File: src/rtl/pa_f_spsram_ctrl.sv
// Single-port SRAM controller: clears the whole array after reset or on request,
// then serves masked writes and latency-1 reads under valid/ready handshakes.
module pa_f_spsram_ctrl #(
    parameter int ADDR_WIDTH = 7,
    parameter int DATA_WIDTH = 4
) (
    input  logic                  cpuclk,
    input  logic                  cpurst_b,
    input  logic                  req_vld,
    output logic                  req_rdy,
    input  logic                  req_wr,
    input  logic [ADDR_WIDTH-1:0] req_addr,
    input  logic [DATA_WIDTH-1:0] req_wdata,
    input  logic [DATA_WIDTH-1:0] req_wmask,
    output logic                  rsp_vld,
    input  logic                  rsp_rdy,
    output logic [DATA_WIDTH-1:0] rsp_data,
    input  logic                  clr_req,
    output logic                  init_done,
    output logic [ADDR_WIDTH-1:0] A,
    output logic                  CEN,
    output logic                  GWEN,
    output logic [DATA_WIDTH-1:0] WEN,
    output logic [DATA_WIDTH-1:0] D,
    input  logic [DATA_WIDTH-1:0] Q,
    output logic [1:0]            o_dbg_state
);

    // Handshakes: a request transfers on a cycle where req_vld && req_rdy; a read
    // response transfers on a cycle where rsp_vld && rsp_rdy. rsp_vld/rsp_data hold
    // until that transfer. Neither valid depends combinationally on its ready.
    typedef enum logic [1:0] {
        ST_START = 2'd0,
        ST_CLEAR = 2'd1,
        ST_RUN   = 2'd2
    } state_t;

    state_t                  r_state;
    state_t                  w_next_state;
    logic [ADDR_WIDTH-1:0]   r_cnt;
    logic                    r_init_done;
    logic                    r_rsp_vld;
    logic                    r_clr_pend;
    logic                    w_accept;
    logic                    w_rsp_free;
    logic                    w_last;

    assign w_rsp_free  = !r_rsp_vld || rsp_rdy;
    assign w_last      = (r_cnt == {ADDR_WIDTH{1'b1}});
    assign rsp_vld     = r_rsp_vld;
    assign rsp_data    = Q;
    assign init_done   = r_init_done;
    assign o_dbg_state = r_state;

    always_comb begin
        w_next_state = r_state;
        req_rdy      = 1'b0;
        w_accept     = 1'b0;
        CEN          = 1'b1;
        GWEN         = 1'b1;
        WEN          = {DATA_WIDTH{1'b1}};
        A            = '0;
        D            = '0;
        case (r_state)
            ST_START: begin
                w_next_state = ST_CLEAR;
            end
            ST_CLEAR: begin
                CEN  = 1'b0;
                GWEN = 1'b0;
                WEN  = '0;
                A    = r_cnt;
                if (w_last) begin
                    w_next_state = ST_RUN;
                end
            end
            ST_RUN: begin
                req_rdy  = !r_clr_pend && w_rsp_free;
                w_accept = req_vld && req_rdy;
                if (w_accept) begin
                    CEN  = 1'b0;
                    A    = req_addr;
                    D    = req_wdata;
                    GWEN = !req_wr;
                    WEN  = req_wr ? ~req_wmask : {DATA_WIDTH{1'b1}};
                end
                // A pending clear waits only for the outstanding response to drain.
                if (r_clr_pend && w_rsp_free) begin
                    w_next_state = ST_CLEAR;
                end
            end
            default: begin
                w_next_state = ST_START;
            end
        endcase
    end

    always_ff @(posedge cpuclk or negedge cpurst_b) begin
        if (!cpurst_b) begin
            r_state     <= ST_START;
            r_cnt       <= '0;
            r_init_done <= 1'b0;
            r_rsp_vld   <= 1'b0;
            r_clr_pend  <= 1'b0;
        end else begin
            r_state <= w_next_state;

            if (r_state == ST_CLEAR && !w_last) begin
                r_cnt <= r_cnt + 1'b1;
            end else begin
                r_cnt <= '0;
            end

            if (r_state == ST_CLEAR && w_last) begin
                r_init_done <= 1'b1;
            end else if (r_state == ST_RUN && w_next_state == ST_CLEAR) begin
                r_init_done <= 1'b0;
            end

            if (r_state == ST_RUN) begin
                r_rsp_vld <= (w_accept && !req_wr) || (r_rsp_vld && !rsp_rdy);
            end else begin
                r_rsp_vld <= 1'b0;
            end

            if (r_state == ST_RUN && w_next_state != ST_CLEAR) begin
                r_clr_pend <= r_clr_pend || clr_req;
            end else begin
                r_clr_pend <= 1'b0;
            end
        end
    end

endmodule
File: config.mk
export PLATFORM = sky130hd
export DESIGN_NAME = pa_f_spsram_ctrl
export DESIGN_NICKNAME = d
export VERILOG_FILES = /design/src/rtl/pa_f_spsram_ctrl.sv
export SDC_FILE = /design/constraint.sdc
export NUM_CORES = 1
export LEC_CHECK = 0
export ABC_AREA = 1
export BUFFER_PORTS_ARGS = -buffer_cell sky130_fd_sc_hd__buf_2
export CORE_ASPECT_RATIO = 1.4
export CORE_MARGIN = 2
export CORE_UTILIZATION = 46
export CTS_CLUSTER_SIZE = 14
export DETAILED_ROUTE_END_ITERATION = 6
export PLACE_DENSITY = 0.88
export REMOVE_ABC_BUFFERS = 1
export SYNTH_ARGS = -nofsm -noshare
export SYNTH_HDL_FRONTEND = slang
export SYNTH_SLANG_ARGS = --single-unit
export TNS_END_PERCENT = 30
File: constraint.sdc
create_clock -name cpuclk -period 4.35 [get_ports cpuclk]
set_input_delay 1.305 -clock cpuclk [delete_from_list [all_inputs] [get_ports cpuclk]]
set_output_delay 1.305 -clock cpuclk [all_outputs]
set_load 0.02 [all_outputs]
==> results.ini <==
[outcome]
status = completed

[synth]
yosys_warnings = 0
avgSynthCellArea_um2 = 6.792
yosys_register_bits = 12
yosys.area.top_type = dfrtp_1
synth_common_cells = nand2_1, inv_1, nor2_1
seq_area_frac_synth = 0.3509
synth-edff-count = 0
async_flop_share = 1.000
synth_most_common_cell = nand2_1
syn_area_um2 = 855.8
synth.top_cells.by_area = dfrtp_1, nand2_1, inv_1, ha_1, nor2_1
synthCells = 126
synth_cell_types = 20
yosysTopAreaCellShare = 0.3509
synth_ff_type = dfrtp_1

[placement]
dp_hpwl_mm = 1.581
port_buffers = 42
dp_cells = 183
gp_congestion = 0.8096

[layout]
area_growth_pct = 27.63
drive_above_1_share = 0.3114
antenna_cells = 0
fin_nets = 198
instances_no_fill = 187
register_area_um2 = 300.3
nFillCells = 176
final_util = 0.6218
multi_input_area_um2 = 421.7

[pwr]
p_seq_frac = 0.519
power.share.clock = 0.423
internal_power_uw = 169.1
pwr-share-comb = 0.058
power_uw = 214.6
switchingPower_uw = 45.45
worst_ir_drop_vdd_uv = 172.2
leakagePower_uw = 0.0007157
sw_frac_of_total = 0.2118
power_density_nw_per_um2 = 196.4

[floorplan]
ioPinCount = 51
die_y_um = 55.04
floorplan.initialDensity = 0.4872
die_area_um2 = 2226
rows = 18
core_area_um2 = 1757
die_x_um = 40.46

[setup_path]
path_buf_inv = 4
slowest_stage = nor3b_4
setup.worst_path.end_class = output pin
crit_chain = buf_2 -> inv_1 -> nand2_1 -> nor3b_4 -> nand2_4 -> clkinv_2 -> nand2_1 -> a21oi_1 -> buf_2
critPathArrivalTime_ns = 2.32
r2r_cells = 10
critPathRequiredTime_ns = 3.04
critPathKind = input pin to output pin
crit_cells = 9
start_kind = input pin
cp_max_fo = 8
critical_path.top_delay_family = simple AND/OR/NAND/NOR gates
reg2reg_slack_ns = 2.66
slowest_delay_ns = 0.23

[sta]
holdWs_ns = 0.4768
fin_skew_ns = 0.004636
min_period_over_period = 0.8330
setup_viol_count_final = 0
grt_setup_unrepaired = false
period_minus_slack_ns = 3.623
fmax_mhz = 276.0
finalMaxSlewViolations = 0
tightest_slew_ns = 0.3673
hold_viol = 0
setup_tns_ns = 0
slew_headroom = 0.7552

[global_route]
grt_overflow_total = 0
grt_start_max_net_pins = 13
gr-usage-all-layers = 0.1948
grt_first_pass_wirelength_mm = 2.946
antenna_found_initial = 0
grt_pass1_vias = 780

[hold_path]
min_path_cells = 2
hold_path_class = flop to flop

[clock_network]
clock-sinks = 12
clockBufferDepth = 2
cts_root_buf = clkbuf_4
ctsResizeCount = 0
cts_buffers = 3
clkSlewWorstSetupHoldPaths_ns = 0.08
cts_tree = yes
cts.htree.levels = 1
holdBufCountCts = 0
insertion_delay_ns = 0.28
post_cts_buffers = 0

[detailed_routing]
drt_first_pass_iters = 4
drcViolationCount = 0
post_drt_wl_per_cell_um = 10.33
drtAntennaViolNets = 0
viasPerCell = 4.861
wirelength_mm = 1.931
vias = 909
drt_iter0_markers = 9

[flow_run]
cap_violations = 0

[per-layer routing]
layer	wire, um	track usage	up-vias	part of all wire
li1	-	-	461	-
met1	720	0.1811	394	0.37
met2	996	0.3783	49	0.52
met3	172	0.03200	5	0.089
met4	42	0.1000	0	0.022
met5	0	0	-	0
[metrics by stage]
step	cell area [um^2]	worst slack (ns)
after floorplan	820.8	0.6696
after global placement	1056	0.7610
after detailed placement	1056	0.7216
after CTS	1092	0.7089
after global routing	1092	0.5916
final	1092	0.7266
[power groups by stage]
stage | sequential [uW] | combinational, uW | clock (uW)
after CTS | 111 | 12.7 | 90.1
final | 111 | 12.4 | 90.7
after detailed placement | 114 | 12.6 | 0
after floorplan | 114 | 1.40 | 0
after global routing | 111 | 14.1 | 95.7
after global placement | 114 | 12.4 | 0
[cells in the final DEF (no fill, tap or decap)]
cell type,instances
a211oi_1,1
a21oi_1,10
a31oi_1,1
buf_2,42
clkbuf_4,3
clkbuf_8,1
clkinv_2,1
dfrtp_1,12
ha_1,5
inv_1,24
inv_2,1
nand2_1,36
nand2_4,1
nand3_1,5
nand4_1,1
nor2_1,15
nor2_2,1
nor3b_1,1
nor3b_4,1
o21ai_1,4
o21ai_2,1
[logic make-up after synthesis]
| group | after synthesis | share of synthesized area |
|---|---|---|
| flops | 12 | 0.3509 |
| buf+inv | 31 | 0.1564 |
| simple gates | 61 | 0.3114 |
| compound gates | 17 | 0.1082 |
| fa+ha+maj | 5 | 0.07310 |
[worst min-delay path, cell delays in order (launching register included)]
cell and delay [ns]:
dfrtp_1 0.34, nand2_1 0.06, nand2_1 0.05
[flip-flops by register name (all words and copies together), names as in the netlist]
name / count
o_dbg_state: 2
r_clr_pend: 1
rsp_vld: 1
r_cnt: 7
init_done: 1
[final timing paths]
kind	start	to
max	rsp_rdy	A[1]
min	init_done	init_done
max reg2reg	o_dbg_state[1]	init_done
min reg2reg	init_done	init_done
max in group asynchronous	cpurst_b	r_cnt[1]
min in group asynchronous	cpurst_b	r_cnt[4]
[cell type report]
type / count / area share
Sequential cell: 12 / 0.2749
Timing Repair Buffer: 42 / 0.1924
Inverter: 26 / 0.09049
Multi-Input combinational cell: 83 / 0.3860
Tap cell: 20 / 0.02291
Clock buffer: 4 / 0.03322
Power figures use the tool's default switching activity.
